## src/rtl/uart_pkg.sv

```systemverilog
// uart_pkg: shared types and constants for the oversampling UART receiver.
//   rx_state_e    - receive FSM states
//   ENT_*         - bit positions inside an 11-bit FIFO entry {brk, fe, pe, data}
//   rx_entry_t    - packed view of the same entry
//   DB_*          - data_bits encoding (number of data bits per character)
//   last_bit_idx  - index of the final data bit for a data_bits code
package uart_pkg;

  typedef enum logic [2:0] {
    ST_IDLE,
    ST_START,
    ST_DATA,
    ST_PARITY,
    ST_STOP1,
    ST_STOP2,
    ST_BRK_WAIT
  } rx_state_e;

  localparam int ENT_W        = 11;
  localparam int ENT_DATA_LSB = 0;
  localparam int ENT_PE       = 8;
  localparam int ENT_FE       = 9;
  localparam int ENT_BRK      = 10;

  typedef struct packed {
    logic       brk;
    logic       fe;
    logic       pe;
    logic [7:0] data;
  } rx_entry_t;

  localparam logic [1:0] DB_5 = 2'b00;
  localparam logic [1:0] DB_6 = 2'b01;
  localparam logic [1:0] DB_7 = 2'b10;
  localparam logic [1:0] DB_8 = 2'b11;

  function automatic logic [2:0] last_bit_idx(input logic [1:0] db);
    case (db)
      DB_5:    return 3'd4;
      DB_6:    return 3'd5;
      DB_7:    return 3'd6;
      DB_8:    return 3'd7;
      default: return 3'd7;
    endcase
  endfunction

endpackage

```

## src/rtl/uart_sync_fifo.sv

```systemverilog
// uart_sync_fifo: single-clock first-word-fall-through FIFO.
//   clk_i, rst_n_i  clock, synchronous active-low reset (clears pointers/count)
//   wr_en_i/wr_data_i  push; accepted when not full, or when full with a same-cycle pop
//   rd_en_i            pop head; ignored when empty
//   rd_data_o          current head (valid whenever empty_o is 0)
//   count_o            entries held; empty_o / full_o derived from it
module uart_sync_fifo #(
  parameter int WIDTH = 11,
  parameter int DEPTH = 16,
  localparam int AW   = $clog2(DEPTH),
  localparam int CW   = AW + 1
) (
  input  logic             clk_i,
  input  logic             rst_n_i,
  input  logic             wr_en_i,
  input  logic [WIDTH-1:0] wr_data_i,
  input  logic             rd_en_i,
  output logic [WIDTH-1:0] rd_data_o,
  output logic [CW-1:0]    count_o,
  output logic             empty_o,
  output logic             full_o
);

  logic [WIDTH-1:0] mem [DEPTH];
  logic [AW-1:0]    wr_ptr, rd_ptr;
  logic [CW-1:0]    count;
  logic             do_wr, do_rd;

  assign empty_o = (count == '0);
  assign full_o  = (count == CW'(DEPTH));
  assign do_rd   = rd_en_i && !empty_o;
  // A pop in the same cycle frees the slot the push needs.
  assign do_wr   = wr_en_i && (!full_o || do_rd);

  always_ff @(posedge clk_i) begin
    if (!rst_n_i) begin
      wr_ptr <= '0;
      rd_ptr <= '0;
      count  <= '0;
    end else begin
      if (do_wr) wr_ptr <= wr_ptr + 1'b1;
      if (do_rd) rd_ptr <= rd_ptr + 1'b1;
      count <= count + CW'(do_wr) - CW'(do_rd);
    end
  end

  // Storage carries no reset so it can map onto RAM.
  always_ff @(posedge clk_i) begin
    if (do_wr) mem[wr_ptr] <= wr_data_i;
  end

  assign rd_data_o = mem[rd_ptr];
  assign count_o   = count;

endmodule

```

## src/rtl/uart_rx_os.sv

```systemverilog
// uart_rx_os: oversampling UART receiver with runtime frame format, error-flag
// FIFO and character timeout.
//   clk_i, rst_n_i      clock, synchronous active-low reset
//   baud_tick_i         one-cycle pulse, OSR per bit-time
//   rx_i                asynchronous serial input, idle high
//   data_bits_i, parity_en_i, even_parity_i, stop2_i   frame format (latched at start)
//   rd_en_i, ovr_clr_i  pop head entry / clear sticky overrun
//   rx_data_o, parity_err_o, frame_err_o, break_o       head entry, 0 when empty
//   rx_not_empty_o, rx_full_o, level_o                  FIFO status
//   rx_overrun_o        sticky dropped-character flag
//   timeout_o           FIFO non-empty and line idle for TIMEOUT_BITS bit-times
module uart_rx_os
  import uart_pkg::*;
#(
  parameter int OSR          = 16,
  parameter int FIFO_DEPTH   = 16,
  parameter int TIMEOUT_BITS = 40,
  parameter int LW           = $clog2(FIFO_DEPTH + 1)
) (
  input  logic          clk_i,
  input  logic          rst_n_i,
  input  logic          baud_tick_i,
  input  logic          rx_i,
  input  logic [1:0]    data_bits_i,
  input  logic          parity_en_i,
  input  logic          even_parity_i,
  input  logic          stop2_i,
  input  logic          rd_en_i,
  input  logic          ovr_clr_i,
  output logic [7:0]    rx_data_o,
  output logic          parity_err_o,
  output logic          frame_err_o,
  output logic          break_o,
  output logic          rx_not_empty_o,
  output logic          rx_full_o,
  output logic [LW-1:0] level_o,
  output logic          rx_overrun_o,
  output logic          timeout_o
);

  localparam int TW     = $clog2(OSR);
  localparam int TO_LIM = TIMEOUT_BITS * OSR;
  localparam int TOW    = $clog2(TO_LIM + 1);
  localparam logic [TW-1:0] S0    = TW'(OSR/2 - 1);
  localparam logic [TW-1:0] S1    = TW'(OSR/2);
  localparam logic [TW-1:0] S2    = TW'(OSR/2 + 1);
  localparam logic [TW-1:0] TLAST = TW'(OSR - 1);

  // ---------------- synchroniser ----------------
  logic rx_s1, rxs;
  always_ff @(posedge clk_i) begin
    if (!rst_n_i) begin
      rx_s1 <= 1'b1;
      rxs   <= 1'b1;
    end else begin
      rx_s1 <= rx_i;
      rxs   <= rx_s1;
    end
  end

  // ---------------- receive FSM ----------------
  rx_state_e     state, state_n;
  logic [TW-1:0] tick_cnt, tick_n, tick_nxt;
  logic [2:0]    bit_cnt, bit_n, last_q, last_n;
  logic [7:0]    data_q, data_n;
  logic [1:0]    ones_q, ones_n, ones_sum;
  logic          par_q, par_n, pe_q, pe_n;
  logic          pen_q, pen_n, even_q, even_n, stop2_q, stop2_n;
  logic          bit_end, is_sample, is_vote, vote, exp_par, brk;
  logic          push;
  rx_entry_t     push_ent;

  // tick_cnt holds the index of the latest tick within the current bit.
  assign bit_end   = (tick_cnt == TLAST);
  assign tick_nxt  = bit_end ? '0 : tick_cnt + 1'b1;
  assign is_sample = (tick_nxt == S0) || (tick_nxt == S1);
  assign is_vote   = (tick_nxt == S2);
  assign ones_sum  = ones_q + {1'b0, rxs};
  assign vote      = ones_sum[1];  // two or three of the three samples high
  assign exp_par   = even_q ? ^data_q : ~(^data_q);
  // Break: everything in the frame, including the stop bit, read as 0.
  assign brk       = (data_q == '0) && (!pen_q || !par_q) && !vote;

  always_ff @(posedge clk_i) begin
    if (!rst_n_i) begin
      state    <= ST_IDLE;
      tick_cnt <= '0;
      bit_cnt  <= '0;
      last_q   <= '0;
      data_q   <= '0;
      ones_q   <= '0;
      par_q    <= 1'b0;
      pe_q     <= 1'b0;
      pen_q    <= 1'b0;
      even_q   <= 1'b0;
      stop2_q  <= 1'b0;
    end else begin
      state    <= state_n;
      tick_cnt <= tick_n;
      bit_cnt  <= bit_n;
      last_q   <= last_n;
      data_q   <= data_n;
      ones_q   <= ones_n;
      par_q    <= par_n;
      pe_q     <= pe_n;
      pen_q    <= pen_n;
      even_q   <= even_n;
      stop2_q  <= stop2_n;
    end
  end

  always_comb begin
    state_n  = state;
    tick_n   = tick_cnt;
    bit_n    = bit_cnt;
    last_n   = last_q;
    data_n   = data_q;
    ones_n   = ones_q;
    par_n    = par_q;
    pe_n     = pe_q;
    pen_n    = pen_q;
    even_n   = even_q;
    stop2_n  = stop2_q;
    push     = 1'b0;
    push_ent = '0;
    if (state == ST_IDLE) begin
      if (baud_tick_i && !rxs) begin
        state_n = ST_START;
        tick_n  = '0;
        bit_n   = '0;
        data_n  = '0;
        ones_n  = '0;
        par_n   = 1'b0;
        pe_n    = 1'b0;
        last_n  = last_bit_idx(data_bits_i);
        pen_n   = parity_en_i;
        even_n  = even_parity_i;
        stop2_n = stop2_i;
      end
    end else if (state == ST_BRK_WAIT) begin
      if (rxs) state_n = ST_IDLE;
    end else if (baud_tick_i) begin
      tick_n = tick_nxt;
      if (is_sample)    ones_n = ones_sum;
      else if (is_vote) ones_n = '0;
      case (state)
        ST_START: begin
          if (is_vote && vote) state_n = ST_IDLE;  // false start
          else if (bit_end)    state_n = ST_DATA;
        end
        ST_DATA: begin
          if (is_vote) data_n[bit_cnt] = vote;
          if (bit_end) begin
            if (bit_cnt == last_q) state_n = pen_q ? ST_PARITY : ST_STOP1;
            else                   bit_n   = bit_cnt + 3'd1;
          end
        end
        ST_PARITY: begin
          if (is_vote) begin
            par_n = vote;
            pe_n  = vote ^ exp_par;
          end
          if (bit_end) state_n = ST_STOP1;
        end
        ST_STOP1: begin
          // Leave at the centre vote so the rest of the stop bit is free to
          // resynchronise on the next start edge.
          if (is_vote) begin
            push = 1'b1;
            if (brk) begin
              push_ent.brk = 1'b1;
              push_ent.fe  = 1'b1;
              state_n      = ST_BRK_WAIT;
            end else begin
              push_ent.fe   = !vote;
              push_ent.pe   = pe_q;
              push_ent.data = data_q;
              state_n       = stop2_q ? ST_STOP2 : ST_IDLE;
              tick_n        = '0;
            end
          end
        end
        ST_STOP2: begin
          if (bit_end) state_n = ST_IDLE;
        end
        default: state_n = ST_IDLE;
      endcase
    end
  end

  // ---------------- FIFO ----------------
  logic [ENT_W-1:0] head;
  logic [LW-1:0]    fifo_cnt;
  logic             empty, full, pop;

  uart_sync_fifo #(.WIDTH(ENT_W), .DEPTH(FIFO_DEPTH)) u_fifo (
    .clk_i     (clk_i),
    .rst_n_i   (rst_n_i),
    .wr_en_i   (push),
    .wr_data_i (push_ent),
    .rd_en_i   (rd_en_i),
    .rd_data_o (head),
    .count_o   (fifo_cnt),
    .empty_o   (empty),
    .full_o    (full)
  );

  assign pop = rd_en_i && !empty;

  // ---------------- overrun / timeout ----------------
  logic           ovr_q;
  logic [TOW-1:0] to_cnt;

  always_ff @(posedge clk_i) begin
    if (!rst_n_i) begin
      ovr_q <= 1'b0;
    end else if (push && full && !pop) begin
      ovr_q <= 1'b1;
    end else if (ovr_clr_i) begin
      ovr_q <= 1'b0;
    end
  end

  always_ff @(posedge clk_i) begin
    if (!rst_n_i) begin
      to_cnt <= '0;
    end else if (empty || push || pop) begin
      to_cnt <= '0;
    end else if (state == ST_IDLE && baud_tick_i && to_cnt != TOW'(TO_LIM)) begin
      to_cnt <= to_cnt + 1'b1;
    end
  end

  // ---------------- outputs ----------------
  assign rx_data_o      = empty ? 8'h00 : head[ENT_DATA_LSB +: 8];
  assign parity_err_o   = !empty && head[ENT_PE];
  assign frame_err_o    = !empty && head[ENT_FE];
  assign break_o        = !empty && head[ENT_BRK];
  assign rx_not_empty_o = !empty;
  assign rx_full_o      = full;
  assign level_o        = fifo_cnt;
  assign rx_overrun_o   = ovr_q;
  assign timeout_o      = (to_cnt == TOW'(TO_LIM));

endmodule

```

## config.mk

```make
export PLATFORM = sky130hd
export DESIGN_NAME = uart_rx_os
export DESIGN_NICKNAME = d
export VERILOG_FILES = /design/src/rtl/uart_pkg.sv /design/src/rtl/uart_sync_fifo.sv /design/src/rtl/uart_rx_os.sv
export SDC_FILE = /design/constraint.sdc
export NUM_CORES = 1
export LEC_CHECK = 0
export ABC_CLOCK_PERIOD_IN_PS = 2700
export BUFFER_PORTS_ARGS = -buffer_cell sky130_fd_sc_hd__buf_2
export CORE_MARGIN = 2
export CORE_UTILIZATION = 50
export CTS_BUF_LIST = sky130_fd_sc_hd__clkbuf_2
export CTS_CLUSTER_DIAMETER = 50
export CTS_CLUSTER_SIZE = 30
export DETAILED_ROUTE_END_ITERATION = 12
export HOLD_SLACK_MARGIN = 0.03
export PLACE_DENSITY_LB_ADDON = 0.25
export SETUP_SLACK_MARGIN = 0.4
export SYNTH_ARGS = -nofsm -noshare
export SYNTH_HDL_FRONTEND = slang
export SYNTH_SLANG_ARGS = --single-unit
```

## constraint.sdc

```tcl
create_clock -name clk_i -period 2.7 [get_ports clk_i]
set_input_delay 0.135 -clock clk_i [delete_from_list [all_inputs] [get_ports clk_i]]
set_output_delay 0.135 -clock clk_i [all_outputs]
set_load 0.01 [all_outputs]
```

Word level (Yosys, flattened, before mapping)
Memories as Yosys holds them, arrays and structs flattened. A register that Yosys moved wholly into a read port is not among the register bits.
Cells that the tools add are included.
W data, S select, Z words.

cells by class
  multipliers = 0
  add/subtract/negate cells = 8
  mux-type cells = 79
  bitwise logic cells = 3
  equal/unequal tests = 27
  reduce and logical (&&, ||, !) cells = 47
  magnitude comparators = 2
  shift-type cells = 0
  divide/modulo/power cells = 0

operators with widths
  cell                     count
  $mux W3                  22
  $mux W8                  7
  $mux W11                 5
  $mux W4                  10
  $mux W1                  24
  $ne A4 B4 Y1 const B     5
  $pmux W3 S5              1
  $logic_and A1 B1 Y1      14
  $add A4 B1 Y4 const B    3
  $eq A4 B4 Y1 const B     3
  $mux W2                  6
  $pmux W3 S4              1
  $reduce_bool A2 Y1       6
  $add A10 B1 Y10 const B  1
  $eq A10 B10 Y1 const B   1
  $ne A10 B10 Y1 const B   1
  $reduce_and A5 Y1        2
  $eq A3 B3 Y1 const B     3
  $mux W9                  1
  $reduce_and A9 Y1        1
  $bwmux W8                1
  $logic_not A8 Y1         1
  $reduce_xor A8 Y1        1
  $logic_not A1 Y1         7
  other kinds (30)         39

word-level totals
  register bits = 54
  bits in writable memories = 176
  bits in latches = 0
  bits of input ports = 11
  memories = 1
  bits in read-only memories = 0
  output and inout bits = 20
  word-level logic and storage cells = 185

memory list
  name        words  bits a word  rd ports  clocked after memory_dff  write ports  RTL line              RTL
  u_fifo.mem  16     11           1         1                         1            uart_sync_fifo.sv:24  logic [WIDTH-1:0] mem [DEPTH];

Longest topological paths before layout
  depth in word-level cells = 11
  mapped depth = 13
  mapped depth without buffers = 12

By module
Synthesis repeated with hierarchy kept, for this count alone.

unflattened totals
  cells, all modules = 701
  area total of the unflattened synthesis = 10239.8 µm²

modules (own cells, without submodules)
  module          cells an instance  area each (µm²)  times used  seq. area each (µm²)
  uart_sync_fifo  381                7663.6           1           5625.4
  uart_rx_os      320                2576.2           1           820.8

Worst setup path after synthesis
No wires, ideal clock.

  kind = reg2reg
  start point = register u_fifo.count[3] (netlist: u_fifo.count_o[3])
  end point = register u_fifo.count[4] (netlist: u_fifo.count_o[4])
  data required time = 2.628 ns
  data arrival time = 2.762 ns
  path buffers = 0
  setup time = 0.072 ns
  setup slack = -0.134 ns
  stages on the path, launching flop included = 12
  clock period less this slack = 2.834 ns
  cell sequence = dfxtp_1 > inv_1 > ha_1 > nor4bb_1 > and2b_1 > nor3_4 > ha_1 > fa_1 > a21oi_1 > nor2_1 > or3_1 > a21oi_1

between the ends
  elaborated cells on any way between the ends = 9
  those cells by class = 2 x add/sub; 1 x eq/ne; 6 x reduce/logical

RTL lines
  what                    RTL line              RTL
  start, declared         uart_sync_fifo.sv:26  logic [CW-1:0] count;
  start signal, assigned  uart_sync_fifo.sv:43  count <= count + CW'(do_wr) - CW'(do_rd);
  $eq A5 B5 Y1            uart_sync_fifo.sv:30  assign full_o = (count == CW'(DEPTH));
  named net rx_full_o     uart_rx_os.sv:35      output logic rx_full_o,
  $logic_not A1 Y1        uart_sync_fifo.sv:33  assign do_wr = wr_en_i && (!full_o || do_rd);
  $logic_or A1 B1 Y1      uart_sync_fifo.sv:33
  $logic_and A1 B1 Y1     uart_sync_fifo.sv:33
  named net u_fifo.do_wr  uart_sync_fifo.sv:27  logic do_wr, do_rd;
  $add A5 B1 Y5           uart_sync_fifo.sv:43
  $sub A5 B1 Y5           uart_sync_fifo.sv:43

The timed path passes the listed nets, and every way through them passes these cells.
A chain may end at the register's enable or synchronous reset.

==> results.json <==
{
  "tightest_slew_ns": 0.719,
  "dpl_cell_area_mm2": 0.0110,
  "clk_pin_slew_ns": 0.35,
  "fin_nets": 841,
  "route.met3.wl_um": 1150,
  "area_growth_pct": 22.1,
  "critPathKind": "flip-flop to output pin",
  "setup_ws_ns": -0.390,
  "drt_first_iter_violations": 437,
  "clock_power_share": 0.209,
  "wl_um": 23900,
  "clock-skew-final_ns": 0.0540,
  "mostFrequentLayoutCell": "edfxtp_1",
  "syn_nets": 715,
  "grt_pass1_wl_um": 35700,
  "start_util": 0.507,
  "p_sw_uw": 3000,
  "crit_path_start_kind": "flip-flop",
  "path_cells": "buf_12 > clkbuf_16 > mux4_2 > mux4_2 > and2_1 > buf_2",
  "yosys.area_share.simple": 0.102,
  "die_w_um": 147,
  "wl_met1_um": 9620,
  "outcome": "finished with violations",
  "num_vias": 6330,
  "cts_buffers": 24,
  "crit_top_cell": "mux4_2",
  "final.period_utilization": 1.14,
  "stdcell_area_mm2": 0.0125,
  "slew_headroom": 0.520,
  "rsz0062_at_grt": "true",
  "place.port_buffers": 30,
  "synth_top_family_by_area": "multiplexers",
  "grt.overflow.total": 0,
  "p_int_uw": 6220,
  "viasPerCell": 5.78,
  "synth_edf_count": 176,
  "layout-drive-gt1-share": 0.365,
  "combPwrFrac": 0.352,
  "place_congestion": 0.807,
  "crit_path_end_kind": "output pin",
  "hold_viol_final": 0,
  "p_leak_uw": 0.00417,
  "synthesis.area_mm2": 0.0102,
  "fillers": 1518,
  "track_usage": 0.214,
  "synth_cell_type_count": 67,
  "synth_top_area_share": 0.517,
  "whs_ns": 0.179,
  "antenna_found_initial": 1,
  "synthMuxAreaShare": 0.125,
  "core_mm2": 0.0202,
  "synthCells": 681,
  "maxSlewViolCount": 0,
  "finalCriticalPeriod_ns": 3.09,
  "p_per_area_mw_per_mm2": 738,
  "grt_pass1_vias": 6417,
  "cts.sinks": 234,
  "worst_path_max_delay_cell": "mux4_2",
  "ys_async_sr_fraction": 0,
  "max_cap_viol_count": 0,
  "yosysWarnings": 0,
  "fin_util": 0.619,
  "die_y_um": 147,
  "wl_met2_um": 12600,
  "synth.area.top_cells": "edfxtp_1, mux4_2, dfxtp_1",
  "rows": 52,
  "yosys.area.top_type": "edfxtp_1",
  "synth_compound_area_frac": 0.0587,
  "synth_seq_area_share": 0.630,
  "cts_tree": "yes",
  "final_cell_mix": "edfxtp_1, mux4_2, dfxtp_1, nor2_1, buf_4",
  "syn_avg_cell_area_um2": 15.0,
  "ys_seq_elements": 234,
  "setup-violations-final": 11,
  "violations": "setup timing",
  "min_path_type": "primary input to flip-flop",
  "fmax_mhz": 324,
  "num_io_pins": 31,
  "cpPeakStageDelay_ns": 0.53,
  "power.share.switching": 0.326,
  "cts_root_buf": "clkbuf_2",
  "remaining_drc_errors": 0,
  "dr.pass1.iters": 7,
  "crit_path_max_fanout": 5,
  "cp.arrival_ns": 2.95,
  "wl_per_cell_um": 21.8,
  "synthXorXnorAreaFrac": 0.0256,
  "ant_nets": 0,
  "grt_start_max_net_pins": 32,
  "ys.flop_type": "edfxtp_1",
  "synthAdderAreaFrac": 0.0289,
  "dp_hpwl_um": 14100,
  "cts_max_path_buffers": 3,
  "top_layer": "met4",
  "die-area_mm2": 0.0216,
  "worst_ep_required_time_ns": 2.57,
  "vdd_drop_max_mv": 0.509,
  "seqPwrFrac": 0.439,
  "clock_latency_ns": 0.88,
  "h-tree-depth": 1
}
## routing by layer
metal | track usage | vias to the layer above
met5 | 0 | -
met4 | 0.0505 | 0
met3 | 0.0264 | 41
met2 | 0.388 | 197
met1 | 0.278 | 3208
li1 | - | 2884
## area by class of cell
class                      instances  area [µm²]  area share
timing repair buffer             122        1290       0.103
multi-input combinational        393        3920       0.313
antenna                            1        2.50    0.000200
clock buffer                      26         130      0.0104
inverter                          32         129      0.0103
clock inverter                    18         220      0.0176
sequential                       234        6470       0.518
tap                              270         338      0.0270
## flip-flops by register name (all words and copies together) (netlist names), 2 cells and up, named ones only
register,flops
bit_cnt,3
data_q,8
last_q,3
ones_q,2
state,3
tick_cnt,4
to_cnt,10
u_fifo.count_o,5
u_fifo.mem,176
u_fifo.rd_ptr,4
u_fifo.wr_ptr,4
## power by group through the flow
stage	combinational [µW]	clock, µW	sequential, µW
CTS	2760	1960	4050
global placement	2210	0	4110
floorplan	1670	0	4080
global route	3480	2100	4060
finish	3240	1930	4050
detailed placement	2260	0	4120
## cells by family after synthesis
kind of cell / after synthesis
flip-flops: 234
AND/OR/NAND/NOR: 182
AO/OA/AOI/OAI: 88
buffers and inverters: 66
multiplexers: 59
XOR/XNOR: 29
adder cells (fa/ha/maj): 23
## cells in the mapped netlist (all sizes together), types with 3 or more instances
cell	number
o211ai	5
nand2b	6
o311ai	4
a21o	4
edfxtp	176
a21oi	19
mux2i	4
o31ai	3
nor3	12
nand2	21
nor2	51
xor2	9
inv	31
a32o	4
and3	6
a31oi	5
nand3	15
dfxtp	58
a31o	3
xnor2	20
o21ai	25
or3	3
and2	31
ha	22
buf	16
nor4	6
nor4bb	3
nand4	7
clkbuf	18
mux4	55
nor2b	8
## through the flow
step / worst slack [ns] / setup TNS, ns / cells / total power (µW)
final: -0.390 / -4.00 / 1096 / 9220
after floorplan: 0.232 / 0 / 681 / 5750
after detailed placement: 0.164 / 0 / 976 / 6370
after global placement: 0.241 / 0 / 976 / 6320
after CTS: -0.419 / -4.44 / 1064 / 8770
after global routing: -0.496 / -5.23 / 1096 / 9650
## worst max-delay path: cells and delay by family, from the launching register on
family | cells | cell delay (ns)
mux | 2 | 1.01
simple gates | 1 | 0.14
buf+inv | 3 | 0.46
flops | 1 | 0.46
## worst paths after layout
kind	endpoint	cells past startpoint	start	slack (ns)
min reg2reg	rxs$_SDFF_PN1_	1	rx_s1$_SDFF_PN1_	0.46
max reg2reg	u_fifo.count_o[4]$_SDFF_PN0_	13	u_fifo.count_o[3]$_SDFF_PN0_	0.08
min	to_cnt[6]$_SDFFE_PP0P_	4	rd_en_i	0.18
max	rx_data_o[7]	6	flip-flop	-0.39
## repair_timing
item | CTS | global route
hold buffers | 19 | 0
gates cloned | 8 | 12
resized for setup | 36 | 68
endpoints found under the setup margin | 337 | 309
pin swaps | 18 | 12
setup buffers | 17 | 20
endpoints found under the hold margin | 57 | 0
No activity file was read; power rests on OpenSTA's default activity.
